File: src/rtl/siso_frame_deserializer.sv
// rtl/siso_frame_deserializer.sv - serial frame receiver with 1-entry valid/ready holding register
//
// Purpose:
//   Receives a 1-bit-per-clock serial stream (idle 0). A 1 in IDLE is a start
//   bit, followed by WIDTH data bits (LSB first), an optional even-parity bit
//   and a stop bit that must be 0. Good words are loaded into a one-entry
//   holding register presented on a valid/ready interface.
//
// Ports:
//   CLK         in   1      clock, rising edge
//   ASYNCRESET  in   1      asynchronous active-high reset
//   I           in   1      serial input
//   O_data      out  WIDTH  received word (holding register)
//   O_valid     out  1      O_data holds an unconsumed word
//   O_ready     in   1      consumer accepts when O_valid && O_ready
//   frame_err   out  1      1-cycle pulse: stop bit was 1
//   parity_err  out  1      1-cycle pulse: parity mismatch
//   overrun     out  1      1-cycle pulse: good word dropped, register full

module siso_frame_deserializer #(
  parameter int WIDTH     = 8,
  parameter bit PARITY_EN = 1'b1
) (
  input  logic             CLK,
  input  logic             ASYNCRESET,
  input  logic             I,
  output logic [WIDTH-1:0] O_data,
  output logic             O_valid,
  input  logic             O_ready,
  output logic             frame_err,
  output logic             parity_err,
  output logic             overrun
);

  localparam int CW = $clog2(WIDTH + 1);

  typedef enum logic [1:0] {
    S_IDLE   = 2'd0,
    S_DATA   = 2'd1,
    S_PARITY = 2'd2,
    S_STOP   = 2'd3
  } state_e;

  state_e           state_q, state_d;
  logic [CW-1:0]    cnt_q, cnt_d;
  logic [WIDTH-1:0] shift_q, shift_d;
  logic             par_q, par_d;
  logic [WIDTH-1:0] data_q, data_d;
  logic             valid_q, valid_d;
  logic             ferr_q, ferr_d;
  logic             perr_q, perr_d;
  logic             ovr_q, ovr_d;

  always_ff @(posedge CLK or posedge ASYNCRESET) begin
    if (ASYNCRESET) begin
      state_q <= S_IDLE;
      cnt_q   <= '0;
      shift_q <= '0;
      par_q   <= 1'b0;
      data_q  <= '0;
      valid_q <= 1'b0;
      ferr_q  <= 1'b0;
      perr_q  <= 1'b0;
      ovr_q   <= 1'b0;
    end else begin
      state_q <= state_d;
      cnt_q   <= cnt_d;
      shift_q <= shift_d;
      par_q   <= par_d;
      data_q  <= data_d;
      valid_q <= valid_d;
      ferr_q  <= ferr_d;
      perr_q  <= perr_d;
      ovr_q   <= ovr_d;
    end
  end

  always_comb begin
    state_d = state_q;
    cnt_d   = cnt_q;
    shift_d = shift_q;
    par_d   = par_q;
    data_d  = data_q;
    valid_d = valid_q;
    ferr_d  = 1'b0;
    perr_d  = 1'b0;
    ovr_d   = 1'b0;

    // Consumer handshake; a load in the STOP branch below overrides this.
    if (valid_q && O_ready) begin
      valid_d = 1'b0;
    end

    case (state_q)
      S_IDLE: begin
        if (I) begin
          state_d = S_DATA;
          cnt_d   = '0;
        end
      end

      S_DATA: begin
        // Shift right so the first (LSB) bit ends up in bit 0 after WIDTH shifts.
        shift_d = {I, shift_q[WIDTH-1:1]};
        if (cnt_q == CW'(WIDTH - 1)) begin
          cnt_d   = '0;
          state_d = PARITY_EN ? S_PARITY : S_STOP;
        end else begin
          cnt_d = cnt_q + CW'(1);
        end
      end

      S_PARITY: begin
        par_d   = I;
        state_d = S_STOP;
      end

      S_STOP: begin
        // A 1 here is a framing error, never treated as the next start bit.
        state_d = S_IDLE;
        ferr_d  = I;
        perr_d  = PARITY_EN && ((^shift_q) ^ par_q);
        if (!I && !perr_d) begin
          if (!valid_q || O_ready) begin
            data_d  = shift_q;
            valid_d = 1'b1;
          end else begin
            ovr_d = 1'b1;
          end
        end
      end

      default: state_d = S_IDLE;
    endcase
  end

  assign O_data     = data_q;
  assign O_valid    = valid_q;
  assign frame_err  = ferr_q;
  assign parity_err = perr_q;
  assign overrun    = ovr_q;

endmodule

File: config.mk
export PLATFORM = sky130hd
export DESIGN_NAME = siso_frame_deserializer
export DESIGN_NICKNAME = d
export VERILOG_FILES = /design/src/rtl/siso_frame_deserializer.sv
export SDC_FILE = /design/constraint.sdc
export NUM_CORES = 1
export LEC_CHECK = 0
export CAP_MARGIN = 20
export CORE_MARGIN = 8
export CORE_UTILIZATION = 53
export DETAILED_ROUTE_END_ITERATION = 10
export PLACE_DENSITY = 0.8
export SLEW_MARGIN = 20
export SYNTH_ARGS = -nofsm -noshare
export SYNTH_HDL_FRONTEND = slang
export SYNTH_SLANG_ARGS = --single-unit
File: constraint.sdc
create_clock -name CLK -period 2.2 [get_ports CLK]
set_input_delay 0.22 -clock CLK [delete_from_list [all_inputs] [get_ports CLK]]
set_output_delay 0.22 -clock CLK [all_outputs]
set_load 0.1 [all_outputs]
==> impl_metrics.yaml, run 1 <==
worst_setup_path:
  end_kind: "flop"
  cp-start-kind: "flop"
  cp_cell_sequence: "xor2_1 -> xnor3_2 -> mux2i_4 -> mux2_2"
  rr_endpoint: "O_data[6]"
  cp_max_fo: 8
  worstPathArrival_ns: 2.14
  cp_slowest_stage_delay_ns: 0.44
  required_ns: 2.41
  r2r-start: "shift_q[6]"
  crit_family: "multiplexers"
  crit_path_top_delay_cell: "dfrtp_1"
  crit_cells: 4
  worstSetupPathType: "reg2reg"
  reg2regPathDepth: 4
  crit_buf_inv: 0
  r2r_slack_ns: 0.27
layout:
  multi_input_area_um2: 549
  fin_nets: 124
  regArea_um2: 676
  most-common-layout-cells: "dfrtp_1 (27), mux2_2 (17), buf_4 (15)"
  fin_util_pct: 65.2
  drive_gt1_share_pct: 33.6
  fillers: 170
  finalNonFillerCells: 141
  layout_commonest_cell: "dfrtp_1"
  syn2layout_area_growth_pct: 16.2
  num_antenna_cells: 0
drt:
  drc: 0
  via_count: 731
  routed_wl_um: 1960
  ant_nets: 0
  vias_per_cell: 5.18
  dr.pass1.iters: 4
  avgRoutedWirePerCell_um: 13.9
  drtIter0Drc: 19
synthesis:
  ys_types: 23
  ys_ff_latch: 27
  syn_nets: 102
  synth_top_cells_by_area: "dfrtp_1 (54%), mux2_2 (15%), ha_1 (6.1%)"
  synth_cells: 92
  yosys_warnings: 0
  synth_top_area_share_pct: 54.5
  synth-seq-area-share_pct: 54.5
  synth.cell_area_mm2: 0.00124
  synth.avg_cell_area_um2: 13.5
  synth.largest_area_cell: "dfrtp_1"
floorplanning:
  fp.dieH_um: 64.4
  core-area_mm2: 0.00221
  die_w_um: 64.4
  io_pins: 16
  rows: 17
  initial_core_util_pct: 56.1
  dieArea_mm2: 0.00414
timing:
  final_hold_viol_count: 0
  max_slew_margin_pct: 68.6
  final_max_slew_viol_count: 0
  hold_ws_ns: 0.237
  worst_slew_pin_slew_ns: 0.458
  period_minus_slack_ns: 1.93
  fin_skew_ns: 0.0127
  setup_violations: 0
  fin_crit_sh_pct: 87.9
  setup_tns_ns: 0
  fmax_mhz: 517
  rsz0062_at_grt: "no"
min_path:
  hp-class: "in2async"
clocking:
  postCtsResizedCells: 0
  cts_tree: "yes"
  clkSinkCount: 27
  post_cts_buffers: 0
  cts_root_buffer: "clkbuf_4"
  cts_made_buffers: 3
  clkLatencyLatePin_ns: 0.32
  cts.clk_slew.worst_paths_ns: 0.15
  ctsHoldBuffers: 0
  ctsHtreeMaxLevel: 1
  cts_buffer_depth: 2
place:
  gp_congestion: 0.780
  dp_hpwl_um: 1470
  portBuffers: 15
  placed_cells: 137
outcome:
  run_status: "complete, no violations"
grt:
  grt_max_degree: 28
  grtUsageTotal_pct: 10.2
  overflow: 0
  grt_first_pass_wirelength_um: 3430
  grt_pass1_vias: 794
  antenna_found_initial: 0
flow_run:
  maxCapViolations: 0
## Yosys cell counts
cell type / n
dfrtp_1: 27
mux2_2: 17
ha_1: 6
nand2_1: 6
o21ai_0: 6
inv_1: 3
nand2b_1: 3
nor3_1: 3
xnor2_1: 3
a21oi_1: 2
and2_1: 2
mux2i_1: 2
nor2b_1: 2
a22o_1: 1
buf_1: 1
mux2i_4: 1
nand3_1: 1
nand3b_1: 1
nor3b_1: 1
o31ai_1: 1
xnor3_2: 1
xor2_1: 1
xor3_1: 1
## how the worst max path moves through the flow
stage	from	end	slack, ns
2_1_floorplan	O_valid	O_data[0]	0.22
6_report	shift_q[6]	O_data[6]	0.27
4_1_cts	shift_q[6]	O_data[0]	0.26
3_5_place_dp	shift_q[6]	O_data[0]	0.28
3_3_place_gp	shift_q[6]	O_data[0]	0.33
5_1_grt	shift_q[6]	O_data[6]	0.19
## final cells by class
cell class / count / area share (%)
clock buffer: 3 / 1.56
inverter: 3 / 0.781
multi-input combinational: 61 / 38.1
timing repair buffer: 18 / 9.90
tap: 28 / 2.43
clock inverter: 1 / 0.347
sequential: 27 / 46.9
## cells by family (layout without fill, tap and decap cells)
family                   after synthesis  count (layout)  synth area share, %
buffers and inverters                  4              25                 1.21
AND/OR/NAND/NOR                       19              19                 8.17
adder cells (fa/ha/maj)                6               6                 6.05
multiplexers                          20              20                 18.9
flip-flops                            27              27                 54.5
AO/OA/AOI/OAI                         10              10                 4.54
XOR/XNOR                               6               6                 6.66
## metrics by stage
step	worst slack (ns)	cell area (um^2)
after global placement	0.332	1410
after floorplan	0.216	1240
after detailed placement	0.283	1410
after global routing	0.189	1440
final	0.266	1440
after CTS	0.255	1440
## state kept, by name, summed over array words and instances (netlist names)
register	cells
O_data	8
O_valid	1
cnt_q	4
frame_err	1
overrun	1
par_q	1
parity_err	1
shift_q	8
state_q	2
## worst min-delay path: stages
cell and delay, ns:
clkdlybuf4s50_1 0.40, inv_1 0.05, buf_4 0.31
## metal layers
layer  wire [um]  track usage (%)  up-vias
met5           0                0        -
met3          95             3.31        2
met4          16             4.63        0
li1            -                -      361
met1         976             13.3      357
met2         875             15.0       11
Power of run 1 is left out: the tool's default activity adds up to more than one toggle a clock period on the data nets, which glitch-free logic cannot reach.
==> run 2: changes to the inputs <==
--- a/config.mk
+++ b/config.mk
@@ -9,6 +9,7 @@
 export CORE_MARGIN = 8
 export CORE_UTILIZATION = 53
 export DETAILED_ROUTE_END_ITERATION = 10
+export GPL_TIMING_DRIVEN = 0
 export PLACE_DENSITY = 0.8
 export SLEW_MARGIN = 20
 export SYNTH_ARGS = -nofsm -noshare
==> run 2 against run 1 <==
Wire length increased by 1.9%; register-to-register slack about the same; final cell count down 1.4%.
==> impl_metrics.yaml, run 2 (synthesized netlist as in run 1, its figures left out) <==
outcome:
  run_status: "complete, no violations"
drt:
  ant_nets: 0
  avgRoutedWirePerCell_um: 14.4
  vias_per_cell: 5.22
  dr.pass1.iters: 4
  drc: 0
  routed_wl_um: 2000
  drtIter0Drc: 8
  via_count: 726
layout:
  multi_input_area_um2: 549
  layout_commonest_cell: "dfrtp_1"
  most-common-layout-cells: "dfrtp_1 (27), mux2_2 (17), clkdlybuf4s50_1 (15)"
  fillers: 182
  num_antenna_cells: 0
  regArea_um2: 676
  fin_nets: 122
  drive_gt1_share_pct: 20.7
  syn2layout_area_growth_pct: 17.1
floorplanning:
  io_pins: 16
  rows: 17
  fp.dieH_um: 64.4
  initial_core_util_pct: 56.1
  dieArea_mm2: 0.00414
  core-area_mm2: 0.00221
  die_w_um: 64.4
worst_setup_path:
  cp-start-kind: "flop"
  cp_cell_sequence: "clkdlybuf4s50_1"
  crit_buf_inv: 1
  worstPathArrival_ns: 1.85
  cp_max_fo: 3
  crit_family: "buffers and inverters"
  end_kind: "primary output"
  cp_slowest_stage_delay_ns: 1.14
  crit_path_top_delay_cell: "clkdlybuf4s50_1"
  worstSetupPathType: "reg2out"
  required_ns: 1.98
flow_run:
  maxCapViolations: 0
clocking:
  cts_root_buffer: "clkbuf_4"
  clkSinkCount: 27
  cts_buffer_depth: 2
  clkLatencyLatePin_ns: 0.31
  post_cts_buffers: 0
  cts_tree: "yes"
  cts.clk_slew.worst_paths_ns: 0.14
  cts_made_buffers: 3
  postCtsResizedCells: 0
  ctsHoldBuffers: 0
  ctsHtreeMaxLevel: 1
grt:
  grt_max_degree: 28
  grt_pass1_vias: 793
  overflow: 0
  antenna_found_initial: 0
  grt_first_pass_wirelength_um: 3470
  grtUsageTotal_pct: 10.1
timing:
  period_minus_slack_ns: 2.07
  worst_slew_pin_slew_ns: 0.983
  rsz0062_at_grt: "no"
  fin_crit_sh_pct: 94.2
  fmax_mhz: 483
  setup_tns_ns: 0
  max_slew_margin_pct: 34.2
  setup_violations: 0
  final_max_slew_viol_count: 0
  final_hold_viol_count: 0
  fin_skew_ns: 0.00643
place:
  gp_congestion: 0.742
  portBuffers: 15
  dp_hpwl_um: 1470
min_path:
  hp-class: "in2async"
run 2: changes by cell type in the layout (fill, tap and decap cells not counted), sizes merged:
cell	change
clkbuf	+1
clkinv	-1
clkdlybuf4s50	+12
buf	-14
run 2: layer usage:
layer	GRT usage [%]	part of all wire, %	vias up
met5	0	0	-
met4	4.09	0.80	0
met3	3.66	5.8	2
met2	16.5	48	11
met1	11.8	45	356
li1	-	-	357
run 2: worst paths after layout:
kind	cells past startpoint	to	slack (ns)	startpoint
max	1	O_valid	0.13	O_valid
min reg2reg	1	O_data[6]	0.52	O_data[6]
max in group asynchronous	2	O_data[1]	1.58	ASYNCRESET
max reg2reg	4	O_data[3]	0.26	shift_q[6]
min	2	cnt_q[2]	0.26	ASYNCRESET
min in group CLK	1	O_data[6]	0.52	O_data[6]
run 2: worst register-to-register path: cells and delay by family (launching register included):
kind	cells	cell delay (ns)
mux	2	0.72
xor+xnor	2	0.67
flops	1	0.44
run 2: cell type report:
type                    count  share of cell area, %
well taps                  28                   2.41
inverters                   3                  0.776
multi-input cells          61                   37.8
flip-flops and latches     27                   46.6
plain buffers               1                  0.259
repair buffers             15                   10.3
clock buffers               4                   1.81
run 2: per-stage QoR:
stage / std cells / worst slack, ns / utilization [%] / hold slack (ns) / area [um^2]
floorplan: 92 / 0.216 / - / 0.273 / 1240
global placement: 135 / 0.301 / 64.4 / 0.485 / 1430
detailed placement: 135 / 0.231 / 64.4 / 0.492 / 1430
CTS: 139 / 0.112 / 65.6 / 0.461 / 1450
global route: 139 / 0.0787 / 65.6 / 0.308 / 1450
finish: 139 / 0.129 / 65.6 / 0.259 / 1450
Power of run 2 is left out for the same reason.
